$ cat src/rtl/instr_fetch_unit.sv
// Multicycle instruction fetch stage for the RV64 datapath.
// Holds the PC, issues one word read at a time to instruction memory,
// captures the returned word into the instruction register (IR) together
// with a pre-decoded immediate-select code, and hands it downstream with a
// valid/ready handshake. Redirects, misaligned targets and memory timeouts
// are handled here; the last two are reported through sticky flags.
module instr_fetch_unit #(
  parameter logic [63:0] RESET_PC    = 64'h0,
  parameter int          MEM_TIMEOUT = 16
) (
  input  logic        clk,
  input  logic        reset_n,
  output logic        mem_req,
  output logic [63:0] mem_addr,
  input  logic        mem_gnt,
  input  logic        mem_rvalid,
  input  logic [31:0] mem_rdata,
  input  logic        pc_load,
  input  logic [63:0] pc_target,
  output logic [31:0] instr,
  output logic [63:0] instr_pc,
  output logic [3:0]  imm_sel,
  output logic        instr_valid,
  input  logic        dec_ready,
  output logic        illegal_op,
  output logic        misaligned,
  output logic        fetch_err
);

  typedef enum logic [2:0] {
    IDLE,
    REQ,
    WAIT,
    FULL,
    HALT
  } state_t;

  typedef struct packed {
    logic       illegal;
    logic [3:0] sel;
  } predecode_t;

  localparam logic [31:0] NOP = 32'h0000_0013;

  // The counter only has to reach MEM_TIMEOUT-1: the cycle that would make
  // it MEM_TIMEOUT is the one that raises fetch_err instead.
  localparam int          CW       = $clog2(MEM_TIMEOUT + 1);
  localparam logic [CW-1:0] TMO_LAST = CW'(MEM_TIMEOUT - 1);

  state_t        state;
  logic [63:0]   pc;
  logic [CW-1:0] tmo_cnt;
  logic          drop;

  logic [63:0]   target_aligned;
  predecode_t    rdata_dec;

  // Map the opcode field onto the immediate-select code used by the
  // immediate generator; anything outside the supported set is flagged.
  function automatic predecode_t predecode(input logic [6:0] opcode);
    predecode_t d;
    d.illegal = 1'b0;
    d.sel     = 4'd0;
    case (opcode)
      7'b0010011, 7'b0000011, 7'b1100111: d.sel = 4'd1;
      7'b1100011:                         d.sel = 4'd2;
      7'b0110111:                         d.sel = 4'd3;
      7'b0100011:                         d.sel = 4'd4;
      7'b0110011, 7'b0111011:             d.sel = 4'd0;
      default:                            d.illegal = 1'b1;
    endcase
    return d;
  endfunction

  // Redirect targets are always word aligned; low bits are reported, not used.
  assign target_aligned = {pc_target[63:2], 2'b00};
  assign rdata_dec      = predecode(mem_rdata[6:0]);

  // Fetch FSM with all outputs registered in the same block.
  always_ff @(posedge clk or negedge reset_n) begin
    if (!reset_n) begin
      state       <= IDLE;
      pc          <= RESET_PC;
      tmo_cnt     <= '0;
      drop        <= 1'b0;
      mem_req     <= 1'b0;
      mem_addr    <= 64'd0;
      instr       <= NOP;
      instr_pc    <= 64'd0;
      imm_sel     <= 4'd0;
      instr_valid <= 1'b0;
      illegal_op  <= 1'b0;
      misaligned  <= 1'b0;
      fetch_err   <= 1'b0;
    end else if (pc_load && state != HALT) begin
      // NOTE: non-blocking assignments throughout, so every decision in this
      // block sees the register values from before the clock edge.
      state       <= REQ;
      pc          <= target_aligned;
      mem_addr    <= target_aligned;
      mem_req     <= 1'b1;
      instr_valid <= 1'b0;
      tmo_cnt     <= '0;
      if (pc_target[1:0] != 2'b00) misaligned <= 1'b1;
      // A response still owed by memory belongs to the old path and must be
      // thrown away when it finally arrives.
      if (state == WAIT)                drop <= drop | ~mem_rvalid;
      else if (state == REQ && mem_gnt) drop <= 1'b1;
      else if (mem_rvalid)              drop <= 1'b0;
    end else begin
      // A stale response consumes the drop flag wherever it lands.
      if (mem_rvalid && drop) drop <= 1'b0;
      case (state)
        IDLE: begin
          state    <= REQ;
          mem_req  <= 1'b1;
          mem_addr <= pc;
        end
        REQ: begin
          if (mem_gnt) begin
            state   <= WAIT;
            mem_req <= 1'b0;
            tmo_cnt <= '0;
          end
        end
        WAIT: begin
          if (mem_rvalid && !drop) begin
            state       <= FULL;
            instr       <= mem_rdata;
            instr_pc    <= pc;
            imm_sel     <= rdata_dec.sel;
            illegal_op  <= rdata_dec.illegal;
            instr_valid <= 1'b1;
            pc          <= pc + 64'd4;
            tmo_cnt     <= '0;
          end else if (tmo_cnt == TMO_LAST) begin
            state     <= HALT;
            fetch_err <= 1'b1;
          end else begin
            tmo_cnt <= tmo_cnt + 1'b1;
          end
        end
        FULL: begin
          // No prefetch: the next request goes out only after consumption.
          if (dec_ready) begin
            state       <= REQ;
            instr_valid <= 1'b0;
            mem_req     <= 1'b1;
            mem_addr    <= pc;
          end
        end
        HALT: begin
          mem_req     <= 1'b0;
          instr_valid <= 1'b0;
        end
        default: begin
          state   <= IDLE;
          mem_req <= 1'b0;
        end
      endcase
    end
  end

endmodule

$ cat config.mk
export PLATFORM = sky130hd
export DESIGN_NAME = instr_fetch_unit
export DESIGN_NICKNAME = d
export VERILOG_FILES = /design/src/rtl/instr_fetch_unit.sv
export SDC_FILE = /design/constraint.sdc
export NUM_CORES = 1
export LEC_CHECK = 0
export BUFFER_PORTS_ARGS = -buffer_cell sky130_fd_sc_hd__buf_4
export CELL_PAD_IN_SITES_DETAIL_PLACEMENT = 0
export CELL_PAD_IN_SITES_GLOBAL_PLACEMENT = 1
export CORE_ASPECT_RATIO = 0.5
export CORE_UTILIZATION = 40
export CTS_CLUSTER_SIZE = 40
export DETAILED_ROUTE_END_ITERATION = 8
export PLACE_DENSITY = 0.9
export SYNTH_ARGS = -nofsm -noshare
export SYNTH_HDL_FRONTEND = slang
export SYNTH_SLANG_ARGS = --single-unit
$ cat constraint.sdc
create_clock -name clk -period 3.3 [get_ports clk]
set_input_delay 0.99 -clock clk [delete_from_list [all_inputs] [get_ports clk]]
set_output_delay 0.99 -clock clk [all_outputs]
set_load 0.02 [all_outputs]
==> results.md <==
- EDFF count, synth: 0
- Area Growth Syn to Fin: 28.7%
- Nature of the critical path endpoint: flop
- WL per Instance: 18.1 um
- Num Clock Sinks: 236
- First-pass GRT wire length: ~54000 um
- DP Area: 13500 um^2
- Die Height: 120 um
- Drt first pass iters: 5
- Largest net degree at the start of global routing: approximately 80
- Worst Setup EP: pc[51]$_DFFE_PN0P_
- Clk root buf: clkbuf_16
- Critical-path maximum fanout: 12
- Clock Skews: 0.0136 ns
- VDD IR max: 532 uV
- Compound-Gate Fraction of Synth Area: between 10 and 15%
- Min-delay worst type: in2async
- Slew Viols, Final: 0
- Worst r2r path cells: 6
- # IOs: 271
- Minimum clock period: 2.74 ns
- DR vias/cell: between 5 and 6
- Initial DRC Count: 940
- Simple-Gate Fraction of Synth Area: 26.2%
- Final Wtd Congestion: between 0.8 and 0.9
- FILL cells: approximately 2.5k
- Worst-margin pin slew: around 1 ns
- CP Class: reg2reg
- Largest family of logic cells by synthesized area: simple AND/OR/NAND/NOR gates
- Via count: roughly 10k
- Pleak: 6.71 nW
- Setup_tns: 0 ns
- Placeable Area: 26800 um^2
- Unrepaired setup endpoints after global routing: no
- DP HPWL: around 24000 um
- Xor/xnor share of the synthesized area: ~2.8%
- Fin. Hold Viols: 0
- Top_reg_cell synth: dfrtp_1
- H-tree depth: 1
- R2R setup slack: between 0.5 and 0.6 ns
- Placed Cells: around 1.9k
- Min Hold Slack: between 0.4 and 0.5 ns
- Post-synth design cell area: 11100 um^2
- DR DRC count: 0
- Post-synthesis mux area share: less than 1%
- CP required: 3.77 ns
- Critical Path Start: pc[26]$_DFFE_PN0P_
- Vias in the first global route: 9686
- Worst-skew pair later-pin latency: about 0.52 ns
- Power Density: approximately 850 nW/um^2
- R2r startpoint: pc[26]$_DFFE_PN0P_
- Final worst path period share: 83.0%
- Tot GR Track Use: roughly a quarter
- Finish-stage setup viols: 0
- Met1 GRT Util: around 34%
- CTS clk-pin slew, worst paths: 0.07 ns
- Setup Buffers After CTS: 0
- Share of cells above drive strength 1: 22.9%
- Non-Filler Instances: between 1.5k and 2k
- Cts repair resizes: 0
- Post-Syn Instances: 1293
- Die ar.: around 28000 um^2
- Initial antenna violation count: 0
- Mean Syn Cell Area: approximately 8.6 um^2
- CTS tree: done
- WP data arrival: 3.21 ns
- Fin nets: 1629
- Cell area after layout: roughly 14000 um^2
- GR peak layer: met2
- IO Port Bufs: 267
- GR Util met2: between 30 and 40%
- Max-slew headroom: 33.0%
- Rows: 42
- Sequential share of the synthesized area: 53.4%
- Max-cap violations: 0
- Synth cell types: 61
- Initial core utilization: 41.3%
- Routed wire length: 34300 um
- Startpoint types: flop
- Die width: 237 um
- Synthesis-stage register bit count: 236
- Asr flop ratio synth: 100%
- Post-DRT Antenna Nets: 0
- Status: complete, no violations
- CTS Hold Bufs: 0
- Synth warnings: 0
- CTS Buf Count: 23
- Adder-Cell Fraction of Synth Area: less than 1%
- Global route overflow: 0
- R2r endpoint: pc[51]$_DFFE_PN0P_
- Maximum clock frequency: 365 MHz
- CTS max path bufs: 3
- GR Layer Usage met3: 4.42%
-- per-stage QoR --
step                      power, mW  utilization, %  setup WS [ns]
after floorplan                7.19               -          0.696
after global placement         9.39            50.4          0.548
after detailed placement       9.51            50.4          0.528
after CTS                      12.2            53.2          0.622
after global routing           12.8            53.2          0.327
final                          12.1            53.2          0.561
-- power by group --
group	switching (mW)	internal (mW)	total, mW
clock network	1.16	1.52	2.68
registers	0.727	3.92	4.64
logic	2.85	1.93	4.78
-- cell families after synthesis --
family                   after synthesis
buffers and inverters                106
other                                  1
XOR/XNOR                              35
adder cells (fa/ha/maj)                3
flip-flops                           236
multiplexers                           5
AO/OA/AOI/OAI                        229
AND/OR/NAND/NOR                      678
-- critical path, cell delays in order, from the launching register on --
cell and delay [ns]:
dfrtp_1 0.50, nand4_1 0.26, nor4_2 0.48, nand4_2 0.43, nor4_1 0.63, mux2_2 0.26, o211a_1 0.13
-- registers in the layout, summed over array words and instances, names as in the netlist --
signal       count
drop             1
fetch_err        1
illegal_op       1
imm_sel          3
instr           32
instr_pc        62
instr_valid      1
mem_addr        63
mem_req          1
misaligned       1
pc              62
state            3
tmo_cnt          5
-- cells in the final DEF (no fill, tap or decap), types with 4 or more instances in the layout --
cell type / netlist / layout
clkinv_2: 0 / 6
mux2i_1: 4 / 4
clkbuf_8: 0 / 7
nor4_2: 5 / 5
nand2_1: 420 / 419
clkbuf_16: 0 / 23
nor4_1: 16 / 16
inv_1: 17 / 17
o21ai_0: 61 / 61
o211ai_1: 5 / 5
buf_4: 5 / 284
or3_1: 5 / 5
xnor2_1: 22 / 22
or4_1: 5 / 5
nor3_1: 21 / 21
buf_12: 0 / 8
and3_1: 9 / 9
o31ai_1: 8 / 8
a211oi_1: 19 / 19
a31oi_1: 61 / 61
nor2_1: 122 / 120
nand2b_1: 6 / 6
dfrtp_1: 233 / 233
a21oi_1: 38 / 38
o21bai_1: 4 / 4
nand3_1: 27 / 27
nand4_1: 20 / 20
and4_1: 4 / 4
a311oi_1: 7 / 7
xor2_1: 13 / 13
-- how the worst min path moves through the flow --
| stage | startpoint | endpoint | slack (ns) | cells past startpoint |
|---|---|---|---|---|
| final | reset_n | instr_pc[7]$_DFFE_PN0P_ | 0.45 | 1 |
| after global routing | instr[0]$_DFFE_PN1P_ | instr[0]$_DFFE_PN1P_ | 0.48 | 2 |
| after CTS | instr[0]$_DFFE_PN1P_ | instr[0]$_DFFE_PN1P_ | 0.47 | 2 |
| after detailed placement | instr[0]$_DFFE_PN1P_ | instr[0]$_DFFE_PN1P_ | 0.45 | 2 |
| after global placement | instr[1]$_DFFE_PN1P_ | instr[1]$_DFFE_PN1P_ | 0.45 | 2 |
| after floorplan | tmo_cnt[2]$_DFFE_PN0P_ | tmo_cnt[2]$_DFFE_PN0P_ | 0.46 | 1 |
-- synth_stat cells, drive strengths merged (9+ instances only) --
cell    number  area (um^2)
o21ai       64          320
nand2      420         1580
buf         22          126
nand3       27          135
a21oi       38          190
nor2       122          458
nand4       21          138
xnor2       22          193
dfrtp      233         5830
nor4        21          163
nor3        21          105
xor2        13          114
inv         17         63.8
a211oi      19          143
and3         9         56.3
clkbuf      67          253
a31oi       61          382
-- cell type report --
cell class / instances / area, um^2 / share of cell area [%]
Antenna cell: 1 / 2.50 / 0.0176
Clock buffer: 33 / 683 / 4.79
Clock inverter: 8 / 67.6 / 0.474
Inverter: 17 / 63.8 / 0.448
Multi-Input combinational cell: 953 / 4780 / 33.5
Sequential cell: 236 / 5910 / 41.5
Tap cell: 352 / 440 / 3.09
Timing Repair Buffer: 293 / 2310 / 16.2
-- metal layers --
layer / wire (um) / vias up / part of all wire (%)
li1: - / 4849 / -
met1: 15500 / 4953 / 45
met2: 15700 / 313 / 46
met3: 2100 / 59 / 6.1
met4: 928 / 0 / 2.7
met5: 0 / - / 0
(Power assumes the default switching activity.)
